File: src/rtl/multicycle_controller_if.sv
// Control/status bundle between multicycle_controller and the RV32 datapath and memory.
// master = controller side, slave = datapath/memory side.
interface multicycle_controller_if;
    logic [6:0]  opcode;
    logic [2:0]  funct3;
    logic        funct7b5;
    logic        zero;
    logic        mem_ready;

    logic        mem_req;
    logic        mem_we;
    logic        addr_sel;
    logic        ir_write;
    logic        pc_write;
    logic        reg_write;
    logic [1:0]  alu_src_a;
    logic [1:0]  alu_src_b;
    logic [1:0]  alu_op;
    logic [1:0]  imm_sel;
    logic [1:0]  result_sel;
    logic        retire;
    logic        illegal;
    logic        bus_error;
    logic [3:0]  state;
    logic [31:0] instret;

    modport master (
        input  opcode, funct3, funct7b5, zero, mem_ready,
        output mem_req, mem_we, addr_sel, ir_write, pc_write, reg_write,
               alu_src_a, alu_src_b, alu_op, imm_sel, result_sel,
               retire, illegal, bus_error, state, instret
    );

    modport slave (
        output opcode, funct3, funct7b5, zero, mem_ready,
        input  mem_req, mem_we, addr_sel, ir_write, pc_write, reg_write,
               alu_src_a, alu_src_b, alu_op, imm_sel, result_sel,
               retire, illegal, bus_error, state, instret
    );
endinterface

File: src/rtl/multicycle_controller.sv
// Moore sequencer for a multi-cycle RV32 datapath (lw/sw/beq/R-type) with a memory timeout.
// Define INSTRET_COUNTER_EN to build the retired-instruction counter; otherwise instret reads 0.
module multicycle_controller #(
    parameter int unsigned MEM_TIMEOUT = 16,
    parameter int unsigned CNT_W       = 5
) (
    input logic clk,
    input logic rst,
    multicycle_controller_if.master bus
);
    typedef enum logic [3:0] {
        FETCH     = 4'd0,
        DECODE    = 4'd1,
        MEM_ADDR  = 4'd2,
        MEM_READ  = 4'd3,
        MEM_WB    = 4'd4,
        MEM_WRITE = 4'd5,
        EXEC_R    = 4'd6,
        ALU_WB    = 4'd7,
        BRANCH    = 4'd8,
        TRAP      = 4'd9
    } state_t;

    localparam logic [6:0]       OP_LOAD    = 7'b0000011;
    localparam logic [6:0]       OP_STORE   = 7'b0100011;
    localparam logic [6:0]       OP_RTYPE   = 7'b0110011;
    localparam logic [6:0]       OP_BRANCH  = 7'b1100011;
    localparam logic [CNT_W-1:0] WAIT_LIMIT = CNT_W'(MEM_TIMEOUT);

    state_t           state_q, state_d;
    logic [CNT_W-1:0] wait_q, wait_d;
    logic             illegal_q, bus_error_q;
    logic             set_illegal, set_bus_error;
    logic             mem_wait, timed_out;

    logic       mem_req, mem_we, addr_sel, ir_write, pc_write, reg_write, retire;
    logic [1:0] alu_src_a, alu_src_b, alu_op, imm_sel, result_sel;

    logic unused_funct7b5;
    assign unused_funct7b5 = bus.funct7b5;

    always_ff @(posedge clk) begin
        if (rst) begin
            state_q     <= FETCH;
            wait_q      <= '0;
            illegal_q   <= 1'b0;
            bus_error_q <= 1'b0;
        end else begin
            state_q     <= state_d;
            wait_q      <= wait_d;
            illegal_q   <= illegal_q | set_illegal;
            bus_error_q <= bus_error_q | set_bus_error;
        end
    end

    // A ready arriving on the limit cycle still completes normally.
    always_comb begin
        mem_wait  = (state_q == FETCH) || (state_q == MEM_READ) || (state_q == MEM_WRITE);
        timed_out = (MEM_TIMEOUT != 0) && mem_wait && !bus.mem_ready && (wait_q == WAIT_LIMIT);
    end

    always_comb begin
        state_d       = state_q;
        set_illegal   = 1'b0;
        set_bus_error = 1'b0;
        mem_req       = 1'b0;
        mem_we        = 1'b0;
        addr_sel      = 1'b0;
        ir_write      = 1'b0;
        pc_write      = 1'b0;
        reg_write     = 1'b0;
        retire        = 1'b0;
        alu_src_a     = 2'b00;
        alu_src_b     = 2'b00;
        alu_op        = 2'b00;
        imm_sel       = 2'b00;
        result_sel    = 2'b00;

        case (state_q)
            FETCH: begin
                mem_req    = 1'b1;
                alu_src_b  = 2'b10;
                result_sel = 2'b10;
                ir_write   = bus.mem_ready;
                pc_write   = bus.mem_ready;
                if (bus.mem_ready) state_d = DECODE;
            end
            DECODE: begin
                alu_src_a = 2'b01;
                alu_src_b = 2'b01;
                imm_sel   = 2'b10;
                if (bus.opcode == OP_LOAD || bus.opcode == OP_STORE) begin
                    state_d = MEM_ADDR;
                end else if (bus.opcode == OP_RTYPE) begin
                    state_d = EXEC_R;
                end else if (bus.opcode == OP_BRANCH && bus.funct3 == 3'b000) begin
                    state_d = BRANCH;
                end else begin
                    state_d     = TRAP;
                    set_illegal = 1'b1;
                end
            end
            MEM_ADDR: begin
                alu_src_a = 2'b10;
                alu_src_b = 2'b01;
                imm_sel   = (bus.opcode == OP_STORE) ? 2'b01 : 2'b00;
                state_d   = (bus.opcode == OP_STORE) ? MEM_WRITE : MEM_READ;
            end
            MEM_READ: begin
                mem_req  = 1'b1;
                addr_sel = 1'b1;
                if (bus.mem_ready) state_d = MEM_WB;
            end
            MEM_WB: begin
                reg_write  = 1'b1;
                result_sel = 2'b01;
                retire     = 1'b1;
                state_d    = FETCH;
            end
            MEM_WRITE: begin
                mem_req  = 1'b1;
                mem_we   = 1'b1;
                addr_sel = 1'b1;
                if (bus.mem_ready) begin
                    retire  = 1'b1;
                    state_d = FETCH;
                end
            end
            EXEC_R: begin
                alu_src_a = 2'b10;
                alu_op    = 2'b10;
                state_d   = ALU_WB;
            end
            ALU_WB: begin
                reg_write = 1'b1;
                retire    = 1'b1;
                state_d   = FETCH;
            end
            BRANCH: begin
                alu_src_a = 2'b10;
                alu_op    = 2'b01;
                pc_write  = bus.zero;
                retire    = 1'b1;
                state_d   = FETCH;
            end
            TRAP:    state_d = TRAP;
            default: state_d = FETCH;
        endcase

        if (timed_out) begin
            state_d       = TRAP;
            set_bus_error = 1'b1;
        end
    end

    // Counter restarts whenever the request completes or the FSM moves on.
    always_comb begin
        wait_d = '0;
        if (mem_wait && !bus.mem_ready && (state_d == state_q)) wait_d = wait_q + CNT_W'(1);
    end

    assign bus.mem_req    = mem_req   & ~rst;
    assign bus.mem_we     = mem_we    & ~rst;
    assign bus.addr_sel   = addr_sel  & ~rst;
    assign bus.ir_write   = ir_write  & ~rst;
    assign bus.pc_write   = pc_write  & ~rst;
    assign bus.reg_write  = reg_write & ~rst;
    assign bus.retire     = retire    & ~rst;
    assign bus.alu_src_a  = rst ? '0 : alu_src_a;
    assign bus.alu_src_b  = rst ? '0 : alu_src_b;
    assign bus.alu_op     = rst ? '0 : alu_op;
    assign bus.imm_sel    = rst ? '0 : imm_sel;
    assign bus.result_sel = rst ? '0 : result_sel;
    assign bus.illegal    = illegal_q   & ~rst;
    assign bus.bus_error  = bus_error_q & ~rst;
    assign bus.state      = rst ? '0 : state_q;

`ifdef INSTRET_COUNTER_EN
    logic [31:0] instret_q;

    always_ff @(posedge clk) begin
        if (rst)         instret_q <= '0;
        else if (retire) instret_q <= instret_q + 32'd1;
    end

    assign bus.instret = rst ? '0 : instret_q;
`else
    assign bus.instret = '0;
`endif
endmodule
File: src/flat_wrapper.sv
// flat-port wrapper written by rule: the top's interface ports become plain ports
module multicycle_controller_flat 
#(
    parameter int unsigned MEM_TIMEOUT = 16,
    parameter int unsigned CNT_W       = 5
)
  (clk, rst, bus_opcode, bus_funct3, bus_funct7b5, bus_zero, bus_mem_ready, bus_mem_req, bus_mem_we, bus_addr_sel, bus_ir_write, bus_pc_write, bus_reg_write, bus_alu_src_a, bus_alu_src_b, bus_alu_op, bus_imm_sel, bus_result_sel, bus_retire, bus_illegal, bus_bus_error, bus_state, bus_instret);
  multicycle_controller_if bus_i ();
  input logic clk;
  input logic rst;
  input wire logic [$bits(bus_i.opcode)-1:0] bus_opcode;
  input wire logic [$bits(bus_i.funct3)-1:0] bus_funct3;
  input wire logic [$bits(bus_i.funct7b5)-1:0] bus_funct7b5;
  input wire logic [$bits(bus_i.zero)-1:0] bus_zero;
  input wire logic [$bits(bus_i.mem_ready)-1:0] bus_mem_ready;
  output wire logic [$bits(bus_i.mem_req)-1:0] bus_mem_req;
  output wire logic [$bits(bus_i.mem_we)-1:0] bus_mem_we;
  output wire logic [$bits(bus_i.addr_sel)-1:0] bus_addr_sel;
  output wire logic [$bits(bus_i.ir_write)-1:0] bus_ir_write;
  output wire logic [$bits(bus_i.pc_write)-1:0] bus_pc_write;
  output wire logic [$bits(bus_i.reg_write)-1:0] bus_reg_write;
  output wire logic [$bits(bus_i.alu_src_a)-1:0] bus_alu_src_a;
  output wire logic [$bits(bus_i.alu_src_b)-1:0] bus_alu_src_b;
  output wire logic [$bits(bus_i.alu_op)-1:0] bus_alu_op;
  output wire logic [$bits(bus_i.imm_sel)-1:0] bus_imm_sel;
  output wire logic [$bits(bus_i.result_sel)-1:0] bus_result_sel;
  output wire logic [$bits(bus_i.retire)-1:0] bus_retire;
  output wire logic [$bits(bus_i.illegal)-1:0] bus_illegal;
  output wire logic [$bits(bus_i.bus_error)-1:0] bus_bus_error;
  output wire logic [$bits(bus_i.state)-1:0] bus_state;
  output wire logic [$bits(bus_i.instret)-1:0] bus_instret;
  assign bus_i.opcode = bus_opcode;
  assign bus_i.funct3 = bus_funct3;
  assign bus_i.funct7b5 = bus_funct7b5;
  assign bus_i.zero = bus_zero;
  assign bus_i.mem_ready = bus_mem_ready;
  assign bus_mem_req = bus_i.mem_req;
  assign bus_mem_we = bus_i.mem_we;
  assign bus_addr_sel = bus_i.addr_sel;
  assign bus_ir_write = bus_i.ir_write;
  assign bus_pc_write = bus_i.pc_write;
  assign bus_reg_write = bus_i.reg_write;
  assign bus_alu_src_a = bus_i.alu_src_a;
  assign bus_alu_src_b = bus_i.alu_src_b;
  assign bus_alu_op = bus_i.alu_op;
  assign bus_imm_sel = bus_i.imm_sel;
  assign bus_result_sel = bus_i.result_sel;
  assign bus_retire = bus_i.retire;
  assign bus_illegal = bus_i.illegal;
  assign bus_bus_error = bus_i.bus_error;
  assign bus_state = bus_i.state;
  assign bus_instret = bus_i.instret;
  multicycle_controller #(.MEM_TIMEOUT(MEM_TIMEOUT), .CNT_W(CNT_W)) u_core (.clk(clk), .rst(rst), .bus(bus_i));
endmodule
File: config.mk
export PLATFORM = sky130hd
export DESIGN_NAME = multicycle_controller_flat
export DESIGN_NICKNAME = d
export VERILOG_FILES = /design/src/rtl/multicycle_controller_if.sv /design/src/rtl/multicycle_controller.sv /design/src/flat_wrapper.sv
export SDC_FILE = /design/constraint.sdc
export NUM_CORES = 1
export LEC_CHECK = 0
export ABC_CLOCK_PERIOD_IN_PS = 1800
export CAP_MARGIN = 20
export CELL_PAD_IN_SITES_DETAIL_PLACEMENT = 0
export CELL_PAD_IN_SITES_GLOBAL_PLACEMENT = 1
export CORE_MARGIN = 10
export CORE_UTILIZATION = 24
export DETAILED_ROUTE_END_ITERATION = 8
export PLACE_DENSITY_LB_ADDON = 0.3
export SYNTH_ARGS = -nofsm -noshare
export SYNTH_HDL_FRONTEND = slang
export SYNTH_SLANG_ARGS = --single-unit
File: constraint.sdc
create_clock -name clk -period 1.8 [get_ports clk]
set_input_delay 0.18 -clock clk [delete_from_list [all_inputs] [get_ports clk]]
set_output_delay 0.18 -clock clk [all_outputs]
set_load 0.01 [all_outputs]
==> metrics.yaml, run 1 <==
status: "finished clean"
synth.most_common_cell: "buf_4"
clockBufferDepth: 2
die-area_sq_um: 7740
viasPerCell: 4.17
slowest_stage: "or4_1"
row_count: 24
cp.depth: 6
ys_seq_area_frac: 0.199
drv_slew: 0
vias: 1046
post-synth-top-area-cell: "buf_4"
synthesis.area_sq_um: 1110
cts_buffers: 3
path_cells: "or4_1 > nor2_1 > buf_4 > buf_6 > or2_1 > buf_2"
end_kind: "output port"
rsz0062_at_grt: "yes"
layout-drive-gt1-share: 0.231
grtUsageTotal: 0.0768
fp.dieH_microns: 88.0
post-route-min-period_ns: 1.77
fin_hold_ws_ns: 0.457
port-buffer-count: 36
antenna_found_initial: 0
syn_inst: 151
hold_violations: 0
clock_sinks: 11
worstSetupEndpoint: "bus_mem_req"
worstRegToRegCells: 4
crit_family: "simple AND/OR/NAND/NOR gates"
arrival_ns: 1.59
synth_top_area_frac: 0.223
cts-root-buf: "clkbuf_8"
ant_nets: 0
p_leak_nw: 0.717
synth_cell_types: 39
cp-start-kind: "flip-flop"
critical_path_class: "reg -> out"
seq_area_sq_um: 226
finalSetupViolations: 0
synth-seq-cells: 11
path_clk_slew_ns: 0.05
syn_to_final_growth_pct: 41.8
synth_edf_count: 0
r2r_slack_ns: 0.11
insertedDiodeCount: 0
crit_buf_inv: 3
clock.fmax_ghz: 0.565
reg2reg_to: "u_core.state_q[1]"
clkLatencyLatePin_ns: 0.23
rr_startpoint: "u_core.state_q[2]"
grt-ovfl-total: 0
wl_per_cell_microns: 12.6
peakVddDrop_uv: 446
power_density_nw_per_um2: 504
ios: 70
grt_max_degree: 16
critical_path.startpoint: "u_core.state_q[3]"
gp_congestion: 0.767
start_util: 0.251
cap_violations: 0
wl_mm: 3.18
grt_pass1_vias: 1018
hpwl_mm: 2.63
yosys-top-cells-count: "buf_4, nor2_1, dfxtp_1, a21oi_1, nor2b_1"
drc_errors: 0
critPathMaxFanout: 4
skew_ns: 0.00112
hold_path_class: "reg -> reg"
yosysWarnings: 0
first_iter_violations: 41
tritoncts: "yes"
async_reset_ff_frac: 0
whs_path_depth: 2
period_share: 0.984
syn-mean-instance-area_sq_um: 7.34
final.setup.tns_ns: 0
cts_max_level: 1
synthFlopType: "dfxtp_1"
dieWidth_microns: 88.0
multi_input_area_sq_um: 759
cp.required_ns: 1.62
grt_pass1_wl_mm: 4.93
synth_area_leaders: "buf_4, dfxtp_1, nor2_1"
n_fill_cell: 485
final_nets: 217
slowest_delay_ns: 0.49
coreArea_sq_um: 4410
dr.pass1.iters: 2
power breakdown:
| group | internal (mW) | switching [mW] | total (mW) |
|---|---|---|---|
| logic | 0.136 | 0.150 | 0.286 |
| clock network | 0.155 | 0.0869 | 0.242 |
| registers | 0.255 | 0.00903 | 0.264 |
| total | 0.546 | 0.246 | 0.792 |
tightest hold or removal path, delay by kind of cell (launching register included):
family	cells	cell delay, ns
buffers and inverters	1	0.06
DFF	1	0.29
AOI/OAI and AO/OA	1	0.06
logic make-up (layout without fill, tap and decap cells):
kind of cell | after synthesis | in the layout | share of synthesized area
AOI/OAI and AO/OA | 24 | 24 | 0.149
xor gates and xnor gates | 5 | 5 | 0.0395
adders and majority gates | 2 | 2 | 0.0226
buffers and inverters | 45 | 62 | 0.265
DFF | 11 | 11 | 0.199
muxes | 1 | 1 | 0.00903
other | 1 | 32 | 0.00338
and+or+nand+nor | 62 | 62 | 0.313
cells in the final DEF (no fill, tap or decap), drive strengths merged, types with 2 or more instances in the layout:
cell type,instances
conb,32
nor2,21
buf,21
clkdlybuf4s50,18
dfxtp,11
a21oi,9
clkbuf,8
dlygate4sd2,7
nor2b,7
inv,5
nand2b,5
nor3,4
xor2,4
nand2,4
a21o,4
o21ai,4
nand3,3
and2,3
clkdlybuf4s15,3
and3b,2
nand3b,2
a2111oi,2
ha,2
or4b,2
or2,2
or3b,2
registers in the layout (all words and copies together) (netlist names):
register and count:
u_core.illegal_q 1, u_core.bus_error_q 1, u_core.state_q 4, u_core.wait_q 5
metal layers:
metal / part of all wire / GRT usage / vias up
li1: - / - / 542
met1: 0.39 / 0.0839 / 471
met2: 0.52 / 0.143 / 33
met3: 0.085 / 0.0288 / 0
met4: 0 / 0.00435 / 0
met5: 0 / 0 / -
timing repair:
| item | in CTS | in global routing |
|---|---|---|
| resized for setup | 39 | 24 |
| pin swaps | 3 | 2 |
| endpoints found under the hold margin | 0 | 0 |
| endpoints found under the setup margin | 21 | 15 |
| setup buffers | 2 | 0 |
| cloned | 0 | 0 |
| hold buffers | 0 | 0 |
worst min-delay path by stage:
stage                     startpoint                end  slack [ns]
finish              u_core.illegal_q   u_core.illegal_q        0.46
global route        u_core.wait_q[0]   u_core.wait_q[0]        0.49
CTS                 u_core.illegal_q   u_core.illegal_q        0.46
detailed placement  u_core.wait_q[0]   u_core.wait_q[0]        0.45
global placement    u_core.wait_q[0]   u_core.wait_q[0]        0.44
floorplan              bus_opcode[6]  u_core.state_q[1]        0.41
cell type report:
type	count	share of cell area
sequential	11	0.144
multi-input combinational	126	0.483
tap	52	0.0414
clock buffer	4	0.0287
timing repair buffer	53	0.291
inverter	5	0.0119
through the flow:
stage	cell area, sq um	power [mW]	instances	worst slack (ns)	util
after floorplan	1220	0.464	182	0.145	-
after global placement	1490	0.541	245	-0.322	0.337
after detailed placement	1490	0.545	245	-0.335	0.337
after CTS	1540	0.789	251	-0.000432	0.349
after global routing	1570	0.855	251	-0.0395	0.356
final	1570	0.792	251	0.0295	0.356
(Power assumes the default switching activity.)
==> run 2, diff against run 1 <==
Settings changed: CORE_MARGIN 10 to 2, CTS_CLUSTER_SIZE from default to 10, SKIP_CTS_REPAIR_TIMING from default to 1.
==> run 2 against run 1 <==
Net effect: critical path depth shrank 1; critical endpoint is now bus_pc_write; register-to-register slack about the same; hold slack gained 0.0080 ns; flip-flop and latch count did not move; worst setup slack improved by 0.026 ns; design area is 2.9% higher; clock power barely moved; clock-buffer cell count unchanged; die area shrank 33%; total power about the same; via count rose by 1.3%.
==> metrics.yaml, run 2 (synthesis results as in run 1) <==
r2r_slack_ns: 0.10  # about the same
drv_slew: 0  # unchanged
cp-start-kind: "flip-flop"
ant_nets: 0  # unchanged
die-area_sq_um: 5180  # -33%
insertedDiodeCount: 0  # unchanged
tritoncts: "yes"
reg_top3: "u_core.wait_q (5), u_core.state_q (4)"
grt_pass1_vias: 953  # -6.4%
skew_ns: 0.00252  # +0.00139 ns
end_kind: "output port"
cts_max_level: 1  # unchanged
fp.dieH_microns: 72.0  # -18%
fin_hold_ws_ns: 0.465  # +0.00801 ns
cp.required_ns: 1.62  # about the same
p_leak_nw: 0.899  # +25%
clkLatencyLatePin_ns: 0.23  # about the same
start_util: 0.251  # unchanged
dr.pass1.iters: 4  # +2
coreArea_sq_um: 4410  # unchanged
clockBufferDepth: 2  # unchanged
dieWidth_microns: 72.0  # -18%
viasPerCell: 4.24  # +1.7%
final_cell_area_sq_um: 1620  # +2.9%
critPathMaxFanout: 4  # unchanged
rsz0062_at_grt: "yes"
regMostFlops: "u_core.wait_q"
hold_start: "u_core.illegal_q"
wl_per_cell_microns: 10.4  # -18%
path_clk_slew_ns: 0.05  # about the same
final.setup.tns_ns: 0  # unchanged
whs_path_depth: 2  # unchanged
layout-drive-gt1-share: 0.202  # -0.0291
row_count: 24  # unchanged
hold_end: "u_core.illegal_q"
post-route-min-period_ns: 1.74  # -0.0265 ns
port-buffer-count: 36  # unchanged
grt_pass1_wl_mm: 4.19  # -15%
cts_buffers: 3  # unchanged
cts-root-buf: "clkbuf_8"
dpl_cell_area_sq_um: 1500  # +0.50%
grt_max_degree: 16  # unchanged
clock.fmax_ghz: 0.573  # +1.5%
reg2reg_to: "u_core.state_q[1]"
grtUsageTotal: 0.0987  # +0.0220
critical_path_class: "reg -> out"
syn_to_final_growth_pct: 45.9
clock_sinks: 11  # unchanged
hpwl_mm: 2.11  # -20%
mostFrequentLayoutCell: "conb_1"
cap_violations: 0  # unchanged
power.total_mw: 0.792  # about the same
first_iter_violations: 34  # -17%
largest_register_ffs: 5  # unchanged
rr_startpoint: "u_core.state_q[1]"
hold_path_class: "reg -> reg"
power_density_nw_per_um2: 489  # -2.9%
finalSetupViolations: 0  # unchanged
peakVddDrop_uv: 300  # -33%
final_nets: 216  # -0.46%
hold_violations: 0  # unchanged
gp_congestion: 0.800  # +4.2%
status: "finished clean"
arrival_ns: 1.56  # -0.03 ns
vias: 1060  # +1.3%
grt-ovfl-total: 0  # unchanged
period_share: 0.969  # -0.0147
wl_mm: 2.61  # -18%
ios: 70  # unchanged
antenna_found_initial: 0  # unchanged
worstRegToRegCells: 4  # unchanged
drc_errors: 0  # unchanged
layout_common_cells: "conb_1, nor2_1, clkdlybuf4s50_1, dlymetal6s2s_1, buf_4"
==> run 2: changes by cell type in the layout (fill, tap and decap cells not counted), moves of 2 or more <==
cell,change
buf_2,-2
buf_4,-2
buf_6,+2
clkbuf_2,-2
clkdlybuf4s15_2,-2
dlygate4sd2_1,-7
dlymetal6s2s_1,+14
==> run 2: per-layer routing <==
layer  wire length [microns]  GRT usage  share of wire  vias up
met5                       0          0              0        -
met4                       0    0.00629              0        0
met3                     178     0.0319          0.068        0
met2                    1400      0.176           0.54       37
met1                    1030      0.122           0.39      482
li1                        -          -              -      541
==> run 2: how the worst max path moves through the flow <==
| stage | startpoint | end | slack, ns |
|---|---|---|---|
| detailed placement | bus_opcode[2] | bus_imm_sel[0] | -0.30 |
| finish | u_core.state_q[2] | bus_pc_write | 0.06 |
| global placement | bus_opcode[2] | bus_imm_sel[0] | -0.27 |
| floorplan | u_core.state_q[0] | bus_pc_write | 0.14 |
| global route | u_core.state_q[2] | bus_pc_write | -0.009 |
| CTS | u_core.state_q[0] | bus_pc_write | -0.37 |
==> run 2: cell type report <==
type | count | area [sq um]
fillers | 470 | 2800
multi-input cells | 126 | 752
repair buffers | 52 | 510
flip-flops and latches | 11 | 226
well taps | 52 | 65.1
clock buffers | 4 | 45.0
inverters | 5 | 18.8
==> run 2: power breakdown <==
| group | leakage [nW] | switching [mW] | internal [mW] |
|---|---|---|---|
| sequential | 0.0909 | 0.00932 | 0.256 |
| combinational | 0.785 | 0.144 | 0.142 |
| clock | 0.0228 | 0.0860 | 0.155 |
==> run 2: critical path, stage by stage, from the launching register on <==
cell	delay, ns
dfxtp_2	0.34
or4_4	0.52
nor2_4	0.13
and2_4	0.14
a21o_1	0.08
buf_2	0.12
==> run 2: metrics by stage <==
step                      instances   util  setup slack (ns)
after floorplan                 182      -             0.145
after global placement          246  0.339            -0.266
after detailed placement        246  0.339            -0.300
after CTS                       250  0.349            -0.371
after global routing            250  0.366          -0.00945
final                           250  0.366            0.0560
